**src/rtl/nibble_serial_adder_if.sv**
```systemverilog
// Operand/result handshake bundle for nibble_serial_adder.
// Valid/ready: a transfer happens on a rising edge where valid and ready are both high.
interface nibble_serial_adder_if #(
   parameter int WIDTH = 16
);
   logic             in_valid;
   logic             in_ready;
   logic [WIDTH-1:0] in_a;
   logic [WIDTH-1:0] in_b;
   logic             in_cin;
   logic             out_valid;
   logic             out_ready;
   logic [WIDTH-1:0] out_sum;
   logic             out_cout;
   logic             out_ovf;
   logic             busy;

   modport master (
      output in_valid, in_a, in_b, in_cin, out_ready,
      input  in_ready, out_valid, out_sum, out_cout, out_ovf, busy
   );

   modport slave (
      input  in_valid, in_a, in_b, in_cin, out_ready,
      output in_ready, out_valid, out_sum, out_cout, out_ovf, busy
   );
endinterface

```
**src/rtl/nibble_serial_adder.sv**
```systemverilog
// Wide adder built from one 4-bit slice, stepping one nibble per cycle with a
// registered carry. One operation in flight; results are held until taken.
module nibble_serial_adder #(
   parameter int WIDTH = 16
) (
   input  logic                 clk,
   input  logic                 rst,
   nibble_serial_adder_if.slave bus,
   output logic [1:0]           dbg_state
);
   localparam int NIB  = WIDTH / 4;
   localparam int IDXW = (NIB > 1) ? $clog2(NIB) : 1;

   typedef enum logic [1:0] {
      S_IDLE = 2'd0,
      S_RUN  = 2'd1,
      S_DONE = 2'd2
   } state_t;

   state_t            state_q, state_d;
   logic [IDXW-1:0]   idx_q, idx_d;
   logic              carry_q, carry_d;
   logic [WIDTH-1:0]  a_q, a_d;
   logic [WIDTH-1:0]  b_q, b_d;
   logic [WIDTH-1:0]  work_q, work_d;
   logic [WIDTH-1:0]  sum_q, sum_d;
   logic              cout_q, cout_d;
   logic              ovf_q, ovf_d;
   logic [4:0]        nib_res;
   logic              in_ready_int;
   int                nib_base;

   assign in_ready_int = (state_q == S_IDLE) && !rst;

   always_comb begin
      state_d  = state_q;
      idx_d    = idx_q;
      carry_d  = carry_q;
      a_d      = a_q;
      b_d      = b_q;
      work_d   = work_q;
      sum_d    = sum_q;
      cout_d   = cout_q;
      ovf_d    = ovf_q;
      nib_base = 4 * int'(idx_q);
      nib_res  = {1'b0, a_q[nib_base +: 4]} + {1'b0, b_q[nib_base +: 4]} + {4'b0000, carry_q};

      case (state_q)
         S_IDLE: begin
            if (bus.in_valid && in_ready_int) begin
               a_d     = bus.in_a;
               b_d     = bus.in_b;
               carry_d = bus.in_cin;
               idx_d   = '0;
               state_d = S_RUN;
            end
         end
         S_RUN: begin
            work_d[nib_base +: 4] = nib_res[3:0];
            carry_d               = nib_res[4];
            if (idx_q == IDXW'(NIB - 1)) begin
               // Outputs are only loaded here, so partial sums never leak out.
               sum_d   = work_d;
               cout_d  = nib_res[4];
               ovf_d   = (a_q[WIDTH-1] == b_q[WIDTH-1]) && (work_d[WIDTH-1] != a_q[WIDTH-1]);
               idx_d   = '0;
               state_d = S_DONE;
            end else begin
               idx_d = idx_q + 1'b1;
            end
         end
         S_DONE: begin
            if (bus.out_ready) begin
               state_d = S_IDLE;
            end
         end
         default: state_d = S_IDLE;
      endcase
   end

   always_ff @(posedge clk) begin
      if (rst) begin
         state_q <= S_IDLE;
         idx_q   <= '0;
         carry_q <= 1'b0;
         a_q     <= '0;
         b_q     <= '0;
         work_q  <= '0;
         sum_q   <= '0;
         cout_q  <= 1'b0;
         ovf_q   <= 1'b0;
      end else begin
         state_q <= state_d;
         idx_q   <= idx_d;
         carry_q <= carry_d;
         a_q     <= a_d;
         b_q     <= b_d;
         work_q  <= work_d;
         sum_q   <= sum_d;
         cout_q  <= cout_d;
         ovf_q   <= ovf_d;
      end
   end

   assign bus.in_ready  = in_ready_int;
   assign bus.out_valid = (state_q == S_DONE);
   assign bus.busy      = (state_q != S_IDLE);
   assign bus.out_sum   = sum_q;
   assign bus.out_cout  = cout_q;
   assign bus.out_ovf   = ovf_q;
   assign dbg_state     = state_q;
endmodule
```
**src/flat_wrapper.sv**
```systemverilog
// flat-port wrapper written by rule: the top's interface ports become plain ports
module nibble_serial_adder_flat 
#(
   parameter int WIDTH = 16
)
  (clk, rst, dbg_state, bus_in_valid, bus_in_a, bus_in_b, bus_in_cin, bus_out_ready, bus_in_ready, bus_out_valid, bus_out_sum, bus_out_cout, bus_out_ovf, bus_busy);
  nibble_serial_adder_if #(.WIDTH(WIDTH)) bus_i ();
  input  logic clk;
  input  logic rst;
  output logic [1:0] dbg_state;
  input wire logic [$bits(bus_i.in_valid)-1:0] bus_in_valid;
  input wire logic [$bits(bus_i.in_a)-1:0] bus_in_a;
  input wire logic [$bits(bus_i.in_b)-1:0] bus_in_b;
  input wire logic [$bits(bus_i.in_cin)-1:0] bus_in_cin;
  input wire logic [$bits(bus_i.out_ready)-1:0] bus_out_ready;
  output wire logic [$bits(bus_i.in_ready)-1:0] bus_in_ready;
  output wire logic [$bits(bus_i.out_valid)-1:0] bus_out_valid;
  output wire logic [$bits(bus_i.out_sum)-1:0] bus_out_sum;
  output wire logic [$bits(bus_i.out_cout)-1:0] bus_out_cout;
  output wire logic [$bits(bus_i.out_ovf)-1:0] bus_out_ovf;
  output wire logic [$bits(bus_i.busy)-1:0] bus_busy;
  assign bus_i.in_valid = bus_in_valid;
  assign bus_i.in_a = bus_in_a;
  assign bus_i.in_b = bus_in_b;
  assign bus_i.in_cin = bus_in_cin;
  assign bus_i.out_ready = bus_out_ready;
  assign bus_in_ready = bus_i.in_ready;
  assign bus_out_valid = bus_i.out_valid;
  assign bus_out_sum = bus_i.out_sum;
  assign bus_out_cout = bus_i.out_cout;
  assign bus_out_ovf = bus_i.out_ovf;
  assign bus_busy = bus_i.busy;
  nibble_serial_adder #(.WIDTH(WIDTH)) u_core (.clk(clk), .rst(rst), .bus(bus_i), .dbg_state(dbg_state));
endmodule
```
**config.mk**
```make
export PLATFORM = sky130hd
export DESIGN_NAME = nibble_serial_adder_flat
export DESIGN_NICKNAME = d
export VERILOG_FILES = /design/src/rtl/nibble_serial_adder_if.sv /design/src/rtl/nibble_serial_adder.sv /design/src/flat_wrapper.sv
export SDC_FILE = /design/constraint.sdc
export NUM_CORES = 1
export LEC_CHECK = 0
export BUFFER_PORTS_ARGS = -buffer_cell sky130_fd_sc_hd__buf_2
export CORE_AREA = 2 2 87 89
export CTS_CLUSTER_SIZE = 10
export DETAILED_ROUTE_END_ITERATION = 8
export DIE_AREA = 0 0 89 91
export MAX_ROUTING_LAYER = met4
export PLACE_DENSITY = 0.78
export SYNTH_ARGS = -nofsm -noshare
export SYNTH_HDL_FRONTEND = slang
export SYNTH_SLANG_ARGS = --single-unit
```
**constraint.sdc**
```tcl
create_clock -name clk -period 2.6 [get_ports clk]
set_input_delay 0.39 -clock clk [delete_from_list [all_inputs] [get_ports clk]]
set_output_delay 0.39 -clock clk [all_outputs]
set_load 0.01 [all_outputs]
```
## Word level (Yosys, flattened, before mapping)

Cells that the tools add are included.

- Bits in registers: 71
- Output and inout bits: 23

- Add/sub/neg operators: 4
- Eq/ne operators: 8
- Shift-type cells: 4
- Mux-type cells: 10
- Reduce and logical (&&, ||, !) cells: 11

Operators with widths:

| operator | count |
|---|---|
| negator 4 -> 33 bit | 1 |
| variable shift 4 x 33 -> 16 bit (first input constant) | 1 |
| variable part select 4 x 33 -> 16 bit | 1 |
| variable part select 16 x 5 -> 4 bit | 2 |
| bitwise mux 16 bit | 1 |
| two-way mux 2 bit | 5 |
| case mux 2 bit (3 select lines) | 1 |
| AND reduction 2 bit | 3 |
| adder 4 x 4 -> 5 bit | 1 |
| adder 5 x 1 -> 5 bit | 1 |
| equality test 2 bit (second input constant) | 2 |
| inequality test 2 bit (second input constant) | 2 |
| case mux 2 bit (2 select lines) | 1 |
| nonzero test 2 bit | 2 |
| logical AND 1 bit | 3 |
| AND reduction 3 bit | 1 |
| adder 2 x 1 -> 2 bit (second input constant) | 1 |
| equality test 2 x 1 -> 1 bit (second input constant) | 1 |
| zero test 2 bit | 1 |
| inequality test 2 x 1 -> 1 bit (second input constant) | 1 |
| case mux 1 bit (2 select lines) | 1 |
| equality test 1 bit | 1 |
| zero test 1 bit | 1 |
| two-way mux 1 bit | 1 |
| inequality test 1 bit | 1 |

## Logic depth before layout (Yosys ltp)

- Depth after elaboration: 7
- Gate-level depth with buffers: 9
- Depth with buffers taken out: 8

## Worst setup path after synthesis

Ideal clock, no wire load.

- Path type: reg-to-reg
- Start point: reg u_core.idx_q[0]
- End point: reg u_core.sum_q[13], in the netlist u_core.bus.out_sum[13]
- Setup time: 86 ps
- Arrival: 2,441 ps
- Data required time: 2,514 ps
- Path slack: 74 ps
- Stages on the path, launching flop included: 9
- Period minus slack after synthesis: 2,526 ps
- Cells stage by stage: dfxtp_1 > buf_6 > mux4_2 > fa_1 > inv_1 > fa_1 > inv_1 > a22oi_1 > a211oi_1

- Longest elaborated chain between the ends: 5
- Elaborated cells between the ends (all ways): 10
- Those cells by class: add/sub (3); eq/ne (1); shift (4); mux (1); reduce/logical (1)

Ends and longest elaborated chain:

| element | line | text |
|---|---|---|
| start: declaration | nibble_serial_adder.sv:21 | `logic [IDXW-1:0] idx_q, idx_d;` |
| start signal: assignment | nibble_serial_adder.sv:94 | `idx_q <= idx_d;` |
| variable part select 16 x 5 -> 4 bit | nibble_serial_adder.sv:46 | `nib_res = {1'b0, a_q[nib_base +: 4]} + {1'b0, b_q[nib_base +: 4]} + {4'b0000, carry_q};` |
| adder 4 x 4 -> 5 bit | nibble_serial_adder.sv:46 |  |
| adder 5 x 1 -> 5 bit | nibble_serial_adder.sv:46 |  |
| variable part select 4 x 33 -> 16 bit | nibble_serial_adder.sv:59 | `work_d[nib_base +: 4] = nib_res[3:0];` |
| bitwise mux 16 bit | nibble_serial_adder.sv:59 |  |
| end signal: assignment | nibble_serial_adder.sv:99 | `sum_q <= sum_d;` |
| end: declaration | nibble_serial_adder.sv:26 | `logic [WIDTH-1:0] sum_q, sum_d;` |

Parallel ways exist; a longest one is shown, timed or not.
A chain may end at the register's enable or synchronous reset.

## Worst setup path after layout

- Start point: reg u_core.idx_q[0]
- End point: reg u_core.ovf_q, in the netlist u_core.bus.out_ovf

- Longest elaborated chain between the ends: 7
- Elaborated cells between the ends (all ways): 12
- Those cells by class: add/sub (3); eq/ne (2); shift (4); mux (1); reduce/logical (2)

Ends and longest elaborated chain:

| element | line | text |
|---|---|---|
| variable part select 16 x 5 -> 4 bit | nibble_serial_adder.sv:46 |  |
| adder 4 x 4 -> 5 bit | nibble_serial_adder.sv:46 |  |
| adder 5 x 1 -> 5 bit | nibble_serial_adder.sv:46 |  |
| variable part select 4 x 33 -> 16 bit | nibble_serial_adder.sv:59 |  |
| bitwise mux 16 bit | nibble_serial_adder.sv:59 |  |
| inequality test 1 bit | nibble_serial_adder.sv:65 | `ovf_d = (a_q[WIDTH-1] == b_q[WIDTH-1]) && (work_d[WIDTH-1] != a_q[WIDTH-1]);` |
| logical AND 1 bit | nibble_serial_adder.sv:65 |  |
| end signal: assignment | nibble_serial_adder.sv:101 | `ovf_q <= ovf_d;` |
| end: declaration | nibble_serial_adder.sv:28 | `logic ovf_q, ovf_d;` |

Parallel ways exist; a longest one is shown, timed or not.

==> PnR_summary.wiki <==
{| class="wikitable"
! Metric !! Value
|-
| Result of the run || completed
|-
| Most common cell after layout, fill and taps aside || sky130_fd_sc_hd__dfxtp_1
|-
| Area grow syn2layout || 21.26%
|-
| Portion of the clock cycle consumed by the worst path in the final layout || 94.99%
|-
| Final HPWL DP || 4897 um
|-
| Placeable core region || 0.007137 sq mm
|-
| Effective utilization at floorplan || 44.35%
|-
| Routed Wire Length || 6892 um
|-
| Post-route antenna net violation count || 0
|-
| Detail Route met3 WL || 465 um
|-
| Ant. Diodes || 0
|-
| CP Launch Type || flip-flop
|-
| Skew final || 0.009566 ns
|-
| Clock latency reported for the late side of the worst-skew pair || 0.35 ns
|-
| Post-synthesis average cell area || 9.175 sq um
|-
| Pleak || 1.547 nW
|-
| Fin nets || 457
|-
| Count of state elements after synthesis || 71
|-
| Total negative setup slack || 0 ns
|-
| Worst slew pin tran || 0.6363 ns
|-
| Highest routing layer actually used || met4
|-
| Commonest cells after routing, fill and taps aside || sky130_fd_sc_hd__dfxtp_1 (70), sky130_fd_sc_hd__buf_2 (59), sky130_fd_sc_hd__nor2_1 (36), sky130_fd_sc_hd__nand2_1 (36), sky130_fd_sc_hd__nand2b_1 (33)
|-
| Area of the mapped netlist || 0.003166 sq mm
|-
| Data arrival time of the critical path || 2.72 ns
|-
| Total number of vias || 2631
|-
| Final count of pins violating max slew || 0
|-
| Vias in the first global route || 2450
|-
| Die area || 0.008099 sq mm
|-
| Peak Freq || 0.4049 GHz
|-
| Antenna violations before repair || 0
|-
| CTS sink cnt || 71
|-
| Cell chosen for the clock root || sky130_fd_sc_hd__clkbuf_8
|-
| Depth of the worst register-to-register path || 7
|-
| Met2 routed WL || 3221 um
|-
| Port-buffer cells || 59
|-
| Gr ovfl total || 0
|-
| First DRT Iteration DRCs || 137
|-
| Critical path type || reg -> reg
|-
| Max Buffers Root-to-Sink || 2
|-
| Buffers inserted by post-CTS timing repair || 0
|-
| Worst IR Drop VDD || 0.0003483 V
|-
| Layout cells sized above 1 || 26.81%
|-
| Setup slack, reg-to-reg || 0.13 ns
|-
| DR WL/cell || 13.43 um
|-
| Boundary Pins || 60
|-
| CTS H-tree depth || 3
|-
| Remaining DRCs || 0
|-
| Power per cell area || 630.6 mW/mm^2
|-
| Max cap viols || 0
|-
| Warning count from the yosys run || 0
|-
| Rows || 31
|-
| Pre-CTS WS || -0.1443 ns
|-
| First-pass GRT wire length || 11510 um
|-
| CP Data Required Time || 2.85 ns
|-
| Critical Path Sink Type || flip-flop
|-
| Syn_nets || 393
|-
| DRT Pass-1 Iters || 4
|-
| GPL Wtd Cong || 0.8488
|-
| Largest fanout on the critical path || 7
|-
| Clk pin slew, worst setup/hold paths || 0.08 ns
|-
| Min Tclk post-route || 2.470 ns
|-
| GR Util All Layers || 18.60%
|-
| Die Span X || 89 um
|-
| PnR worst setup slack || 0.1303 ns
|-
| CTS tree || built
|-
| Normalized max-slew margin || 57.58%
|-
| Number of distinct standard cells referenced by the synthesized netlist || 36
|-
| Die boundary height || 91 um
|-
| Worst min-delay path class || in -> reg
|-
| Total Power Consumption || 0.002421 W
|-
| Unrepaired setup endpoints after global routing || false
|-
| Seq/Total Area, Yosys || 44.90%
|-
| Post-Synthesis Cells || 345
|-
| Endpoints failing setup || 0
|-
| TritonCTS buffer count || 9
|-
| Final hold vios || 0
|-
| Met1 Routed Length || 3090 um
|-
| Cell depth of the worst min-delay path || 3
|-
| Largest net degree at the start of global routing || 72
|-
| Routed via count divided by cell count || 5.129
|}
## state kept, by name (all words and copies together) (netlist names)
signal and cells:
u_core.dbg_state 2, u_core.bus.out_cout 1, u_core.idx_q 2, u_core.bus.out_ovf 1
u_core.work_q 16, u_core.b_q 16, u_core.bus.out_sum 16, u_core.a_q 16
u_core.carry_q 1
## cell usage after synthesis (all sizes together)
cell type / n / area share [%]
ha: 9 / 3.6
fa: 2 / 1.3
a22oi: 12 / 2.8
or3: 1 / 0.20
and2: 5 / 0.99
or2: 1 / 0.20
a311oi: 1 / 0.47
o21ai: 32 / 5.1
nand3: 2 / 0.32
inv: 12 / 1.4
xnor2: 1 / 0.28
nor2b: 3 / 0.59
clkbuf: 15 / 1.8
nor3: 15 / 2.4
nand3b: 1 / 0.24
nor4: 1 / 0.67
nand2: 36 / 4.3
a32oi: 4 / 1.3
a221oi: 11 / 3.0
a21bo: 1 / 0.32
buf: 9 / 1.6
nor4b: 3 / 1.3
dfxtp: 71 / 45
a31oi: 1 / 0.20
a21o: 1 / 0.24
nand2b: 33 / 6.5
nor2: 36 / 4.3
a21oi: 4 / 0.63
a211oi: 13 / 3.1
mux4: 8 / 5.7
mux2i: 1 / 0.32
## critical path, stage by stage (launching register included)
cell and delay, ns:
sky130_fd_sc_hd__dfxtp_4 0.40, sky130_fd_sc_hd__mux4_2 0.51, sky130_fd_sc_hd__ha_1 0.35, sky130_fd_sc_hd__a21oi_1 0.25, sky130_fd_sc_hd__a21bo_2 0.19, sky130_fd_sc_hd__a32oi_2 0.11, sky130_fd_sc_hd__or3_1 0.34, sky130_fd_sc_hd__a311oi_2 0.24
## metrics by stage
step / std cells / cell area, sq um / hold slack (ns) / utilization (%)
finish: 513 / 3839 / 0.2340 / 53.79
global route: 513 / 3839 / 0.2259 / 53.79
CTS: 513 / 3831 / 0.2190 / 53.68
detailed placement: 497 / 3613 / 0.4650 / 50.63
global placement: 497 / 3613 / 0.4627 / 50.63
floorplan: 345 / 3166 / 0.4460 / -
## where the power goes
group / internal, W / switching (W) / leakage (nW)
registers: 0.00114 / 0.0000352 / 0.580
clock network: 0.000519 / 0.000395 / 0.109
logic: 0.000150 / 0.000183 / 0.858
total: 0.00181 / 0.000613 / 1.55
## final timing paths
kind                        start                  to
hold reg to reg     u_core.a_q[3]       u_core.a_q[3]
setup reg to reg  u_core.idx_q[0]  u_core.bus.out_ovf
setup / recovery  u_core.idx_q[0]  u_core.bus.out_ovf
hold / removal       bus_in_a[10]      u_core.a_q[10]
## cell families (layout without fill, tap and decap cells)
| family | after synthesis | in the layout | synth area share (%) |
|---|---|---|---|
| and+or+nand+nor | 137 | 137 | 21.94 |
| AOI/OAI and AO/OA | 80 | 80 | 17.23 |
| DFF | 71 | 71 | 44.90 |
| buffers and inverters | 36 | 105 | 4.822 |
| adders and majority gates | 11 | 11 | 4.822 |
| muxes | 9 | 9 | 6.008 |
| xor gates and xnor gates | 1 | 1 | 0.2767 |
## layout make-up
cell class,count,area [sq um]
Timing Repair Buffer,77,430.4
Clock inverter,3,40.04
Fill cell,680,3298
Clock buffer,13,168.9
Tap cell,99,123.9
Multi-Input combinational cell,238,1605
Sequential cell,71,1425
Inverter,12,45.04
## repair_timing
action	CTS	global route
endpoints found under the setup margin	4	4
hold buffers	0	0
cloned	0	0
resized for setup	2	2
## metal layers
metal  global-route usage (%)  vias up
li1                         -     1331
met1                    24.70     1175
met2                    27.05      113
met3                    5.091       12
met4                    6.965        0
met5                        -        -
(Power assumes the default switching activity.)
